===== src/rtl/sseg_if.sv =====
// Bundle between a 7-segment reader and whoever watches it.
// The master drives the segment lines; the slave (the decoder) reports what it read.
interface sseg_if;
  logic       enable;
  logic [6:0] display;
  logic [4:0] hexa;
  logic       valid;
  logic       erro;
  logic       apagado;
  logic [7:0] contagem;

  modport master (
    output enable, display,
    input  hexa, valid, erro, apagado, contagem
  );

  modport slave (
    input  enable, display,
    output hexa, valid, erro, apagado, contagem
  );
endinterface


===== src/rtl/sseg_decodificador.sv =====
// Reads an active-low 7-segment pattern, waits until it has been stable for
// STABLE_CYCLES synchronized samples, then decodes it back to its 5-bit code.
module sseg_decodificador #(
  parameter int STABLE_CYCLES = 4
) (
  input  logic   clock,
  input  logic   reset,
  sseg_if.slave  bus
);

  typedef enum logic {IDLE, TRACK} state_t;

  localparam logic [7:0] STABLE = 8'(STABLE_CYCLES);
  localparam logic [6:0] BLANK  = 7'h7F;

  state_t     state;
  logic [6:0] s1, s2;
  logic [6:0] cand, aceito;
  logic [7:0] cnt;

  logic [6:0] next_cand;
  logic [7:0] next_cnt;
  logic       reach;
  logic [6:0] dec;

  // Result packed as {hexa[4:0], erro, apagado}.
  function automatic logic [6:0] decode(input logic [6:0] p);
    case (p)
      7'h40: return {5'h00, 2'b00};
      7'h79: return {5'h01, 2'b00};
      7'h24: return {5'h02, 2'b00};
      7'h30: return {5'h03, 2'b00};
      7'h19: return {5'h04, 2'b00};
      7'h12: return {5'h05, 2'b00};
      7'h02: return {5'h06, 2'b00};
      7'h78: return {5'h07, 2'b00};
      7'h00: return {5'h08, 2'b00};
      7'h10: return {5'h09, 2'b00};
      7'h08: return {5'h0A, 2'b00};
      7'h03: return {5'h0B, 2'b00};
      7'h46: return {5'h0C, 2'b00};
      7'h21: return {5'h0D, 2'b00};
      7'h06: return {5'h0E, 2'b00};
      7'h0E: return {5'h0F, 2'b00};
      7'h7E: return {5'h10, 2'b00};
      7'h7D: return {5'h11, 2'b00};
      7'h7B: return {5'h12, 2'b00};
      7'h77: return {5'h13, 2'b00};
      7'h6F: return {5'h14, 2'b00};
      7'h5F: return {5'h15, 2'b00};
      7'h7F: return {5'h1F, 2'b01};
      default: return {5'h1E, 2'b10};
    endcase
  endfunction

  // A changed sample reloads the candidate at count 1, so with STABLE_CYCLES=1
  // the reload itself is the moment the count reaches its target.
  always_comb begin
    next_cand = cand;
    next_cnt  = cnt;
    if (s2 != cand) begin
      next_cand = s2;
      next_cnt  = 8'd1;
    end else if (cnt < STABLE) begin
      next_cnt = cnt + 8'd1;
    end
    reach = (next_cnt == STABLE) && ((s2 != cand) || (cnt != STABLE));
    dec   = decode(next_cand);
  end

  always_ff @(posedge clock or posedge reset) begin
    if (reset) begin
      state        <= IDLE;
      s1           <= BLANK;
      s2           <= BLANK;
      cand         <= BLANK;
      aceito       <= BLANK;
      cnt          <= 8'd0;
      bus.hexa     <= 5'h1F;
      bus.erro     <= 1'b0;
      bus.apagado  <= 1'b1;
      bus.valid    <= 1'b0;
      bus.contagem <= 8'd0;
    end else begin
      s1        <= bus.display;
      s2        <= s1;
      bus.valid <= 1'b0;
      case (state)
        IDLE: begin
          cnt <= 8'd0;
          if (bus.enable) state <= TRACK;
        end
        TRACK: begin
          if (!bus.enable) begin
            state <= IDLE;
            cnt   <= 8'd0;
          end else begin
            cand <= next_cand;
            cnt  <= next_cnt;
            // Returning to the already accepted pattern never re-fires.
            if (reach && (next_cand != aceito)) begin
              aceito       <= next_cand;
              bus.hexa     <= dec[6:2];
              bus.erro     <= dec[1];
              bus.apagado  <= dec[0];
              bus.valid    <= 1'b1;
              bus.contagem <= bus.contagem + 8'd1;
            end
          end
        end
      endcase
    end
  end

endmodule


===== src/flat_wrapper.sv =====
// flat-port wrapper written by rule: the top's interface ports become plain ports
module sseg_decodificador_flat 
#(
  parameter int STABLE_CYCLES = 4
)
  (clock, reset, bus_enable, bus_display, bus_hexa, bus_valid, bus_erro, bus_apagado, bus_contagem);
  sseg_if bus_i ();
  input  logic clock;
  input  logic reset;
  input wire logic [$bits(bus_i.enable)-1:0] bus_enable;
  input wire logic [$bits(bus_i.display)-1:0] bus_display;
  output wire logic [$bits(bus_i.hexa)-1:0] bus_hexa;
  output wire logic [$bits(bus_i.valid)-1:0] bus_valid;
  output wire logic [$bits(bus_i.erro)-1:0] bus_erro;
  output wire logic [$bits(bus_i.apagado)-1:0] bus_apagado;
  output wire logic [$bits(bus_i.contagem)-1:0] bus_contagem;
  assign bus_i.enable = bus_enable;
  assign bus_i.display = bus_display;
  assign bus_hexa = bus_i.hexa;
  assign bus_valid = bus_i.valid;
  assign bus_erro = bus_i.erro;
  assign bus_apagado = bus_i.apagado;
  assign bus_contagem = bus_i.contagem;
  sseg_decodificador #(.STABLE_CYCLES(STABLE_CYCLES)) u_core (.clock(clock), .reset(reset), .bus(bus_i));
endmodule

===== config.mk =====
export PLATFORM = sky130hd
export DESIGN_NAME = sseg_decodificador_flat
export DESIGN_NICKNAME = d
export VERILOG_FILES = /design/src/rtl/sseg_if.sv /design/src/rtl/sseg_decodificador.sv /design/src/flat_wrapper.sv
export SDC_FILE = /design/constraint.sdc
export NUM_CORES = 1
export LEC_CHECK = 0
export BUFFER_PORTS_ARGS = -buffer_cell sky130_fd_sc_hd__buf_2
export CAP_MARGIN = 15
export CORE_AREA = 2 2 70 88
export DETAILED_ROUTE_END_ITERATION = 12
export DIE_AREA = 0 0 72 90
export PLACE_DENSITY = 0.73
export SLEW_MARGIN = 10
export SYNTH_ARGS = -nofsm -noshare
export SYNTH_HDL_FRONTEND = slang
export SYNTH_SLANG_ARGS = --single-unit

===== constraint.sdc =====
create_clock -name clock -period 6.4 [get_ports clock]
set_input_delay 0.64 -clock clock [delete_from_list [all_inputs] [get_ports clock]]
set_output_delay 0.64 -clock clock [all_outputs]
set_load 0.005 [all_outputs]

==> summary.md <==
| Metric | Value |
|---|---|
| Transition time at the pin with the least slew margin | `1.02 ns` |
| Type of the most critical hold path | `flip-flop to flip-flop` |
| DP Wirelength | `a little over 3000 µm` |
| Sequential element share of the synthesized area | `between 50% and 60%` |
| WP data required | `6.59 ns` |
| Final Net Count | `262` |
| Num CTS Buffers | `5` |
| RSZ-0062 raised after global routing | `false` |
| Final instance area | `about 2900 µm²` |
| Post-layout minimum cycle time | `2.94 ns` |
| Die ar. | `around 6500 µm²` |
| # resized after CTS | `0` |
| Pre-CTS setup slack | `3.48 ns` |
| Number of synthesized register bits | `53` |
| Cell chain of the critical path | `inv_1 > ha_1 > or3b_2 > a2111o_1 > a41oi_2 > nand2_4 > inv_4 > mux2_1` |
| Hold slack | `0.359 ns` |
| Reg2reg setup slack | `3.46 ns` |
| Placed cell count | `between 300 and 400` |
| Post-synth EDFFs | `0` |
| Vias in the first global route | `1747` |
| Final core utilization | `50.4%` |
| Max clock buf depth | `2` |
| Status | `complete, no violations` |
| Port bufs | `25` |
| Total gr overflow | `0` |
| Ys flop type | `dfstp_2` |
| Final wirelength | `4510 µm` |
| Family with the most delay on the worst path | `compound AO/OA/AOI/OAI gates` |
| Worst Skew | `0.00419 ns` |
| Slowest CP cell | `a41oi_2` |
| Starting Density | `45.9%` |
| Worst slew margin | `approximately a third` |
| Clock transition at path regs | `0.09 ns` |
| Compound-cell area share of the yosys netlist | `8.71%` |
| Share of the synthesized area in the top cell type | `34.2%` |
| Antenna violations before repair | `0` |
| Adder-Cell Fraction of Synth Area | `1.44%` |
| Mux cell area share after synthesis | `approximately 8.5%` |
| Drt wl/cell | `approximately 14 µm` |
| Via Count | `1794` |
| Max-cap violation count | `0` |
| Drt drc | `0` |
| Router iterations before antenna repair | `4` |
| Critical Path Fanout Max | `11` |
| Number of vias per cell | `5.68` |
| Synth Area in Simple Gates | `17.1%` |
| Max-slew violations | `0` |
| XOR/XNOR share of the synthesized area | `8.37%` |
| H-tree lvl count | `2` |
| Placed Area | `2760 µm²` |
| List of most frequent post-synthesis cells | `dfstp_2, dfrtp_1, nand3_1, xnor2_1` |
| Vert. Die Dim | `90 µm` |
| Power Density | `between 200 and 250 nW/µm²` |
| Boundary Pins | `26` |
| Fill count | `approximately 520` |
| Final Setup Violations | `0` |
| Max incr delay on CP | `0.48 ns` |
| Core area | `around 5700 µm²` |
| Fin crit share | `45.9%` |
| Worst Setup Start Kind | `flip-flop` |
| Synth area leaders | `dfstp_2, dfrtp_1, mux2_2, xnor2_1, nand3_1` |
| CP Class | `flip-flop to flip-flop` |
| Clock tree root buffer cell | `clkbuf_8` |
| Fin. Hold Viols | `0` |
| Post-synthesis cell type count | `46` |
| Worst setup margin | `~3.5 ns` |
| CP arrival | `about 3.1 ns` |
| Syn nets | `246` |
| CP endpoint kind | `flip-flop` |
| Clock Latency Late Sink | `about 0.3 ns` |
| Yosys warnings | `0` |
| FP Rows | `31` |
| Routed Antenna Nets | `0` |
| First-pass GRT wire length | `7800 µm` |
| Post-route insts no fill | `316` |
| Total power | `between 600 and 700 µW` |
| Hold_buf cts | `0` |
| Postcts setup bufs | `0` |
| Iter 0 DRT Violations | `80` |
| IR drop worst, VDD | `0.105 mV` |
| Die X | `a little over 70 µm` |
| Layout cells sized above 1 | `36.4%` |
| Synth Area per Inst | `approximately 11 µm²` |
| Fmax | `340 MHz` |
| Largest net degree at the start of global routing | `54` |
| Synth area leader | `dfstp_2` |
| Final GP Congestion | `between 0.7 and 0.8` |
| Synthesis-to-layout area growth | `10.0%` |
| WP buf/inv | `2` |
| Final setup TNS | `0 ns` |
| Static leakage | `1.25 nW` |
| Total GRT Usage | `approximately 15%` |
| Ys async rst share | `100%` |
| Count leader, synth | `dfstp_2` |
| Gate Count Post-Synth | `233` |
| Main combinational cell family by area after synthesis | `simple AND/OR/NAND/NOR gates` |
| Clock sinks | `53` |
| Antenna cells | `0` |
| Mapped cell area | `2620 µm²` |
| TritonCTS clock tree | `done` |
[cells by family (layout without fill, tap and decap cells)]
| group | Yosys count | in the layout |
|---|---|---|
| and+or+nand+nor | 76 | 76 |
| DFF | 53 | 53 |
| AOI/OAI and AO/OA | 34 | 34 |
| xor gates and xnor gates | 25 | 25 |
| buffers and inverters | 22 | 39 |
| muxes | 20 | 20 |
| adders and majority gates | 3 | 3 |
[state kept, by name, indices dropped and copies added (netlist names), 5 cells and up]
name / flops
u_core.bus.hexa: 5
u_core.s1: 7
u_core.aceito: 7
u_core.cand: 7
u_core.bus.contagem: 8
u_core.s2: 7
u_core.cnt: 8
[worst paths after layout]
check                              startpoint                endpoint  cells after the start
worst max-delay path            u_core.cnt[0]  u_core.bus.contagem[1]                      8
worst min-delay path             u_core.s1[6]            u_core.s2[6]                      0
worst max register to register  u_core.cnt[0]  u_core.bus.contagem[1]                      8
worst min register to register   u_core.s1[6]            u_core.s2[6]                      0
max in group asynchronous               reset         u_core.bus.erro                      3
min in group asynchronous               reset            u_core.state                      3
[area by class of cell]
class	instances	area (µm²)	area share (%)
Clock buffer	7	86.3	3.00
Clock inverter	1	30.0	1.04
Inverter	5	21.3	0.739
Multi-Input combinational cell	158	1150	40.1
Sequential cell	53	1370	47.6
Tap cell	66	82.6	2.87
Timing Repair Buffer	26	133	4.61
[per-layer routing]
layer	global-route usage [%]	routed length, µm	up-vias
met4	7.08	87	0
met1	18.4	2030	887
met5	0	0	-
met2	24.5	2210	41
li1	-	-	858
met3	3.81	180	8
[power breakdown]
part / switching, mW / leakage, nW / total, mW / internal (mW)
sequential: 0.0187 / 0.612 / 0.374 / 0.356
clock: 0.103 / 0.0585 / 0.230 / 0.128
combinational: 0.0216 / 0.576 / 0.0444 / 0.0228
[worst reg2reg max path, cell delays in order, from the launching register on]
cell and delay (ns):
dfrtp_1 0.40, inv_1 0.06, ha_1 0.30, or3b_2 0.44
a2111o_1 0.43, a41oi_2 0.48, nand2_4 0.18, inv_4 0.20
mux2_1 0.33
[cell usage in the layout, fill, tap and decap left out, types with 2 or more instances in the layout]
cell type,synthesis,routed
dfrtp_1,19,19
o22ai_1,2,2
nand2b_1,2,2
xor2_1,8,8
inv_1,4,3
nor3_1,4,4
o21ai_0,9,9
xnor2_1,17,17
ha_1,3,3
nor4_1,5,5
nand4_1,2,2
nand4b_1,3,3
clkbuf_8,0,6
mux2i_1,2,2
and2_1,6,6
or4_1,4,4
nor2_1,11,11
or3b_2,2,2
a21oi_1,9,9
nor2b_1,2,2
nand2_1,5,5
buf_2,2,25
mux2_2,14,14
mux2_1,4,4
and3_1,8,8
nand3_1,17,17
a31oi_1,3,3
dfstp_2,34,34
No activity file was read; power rests on OpenSTA's default activity.
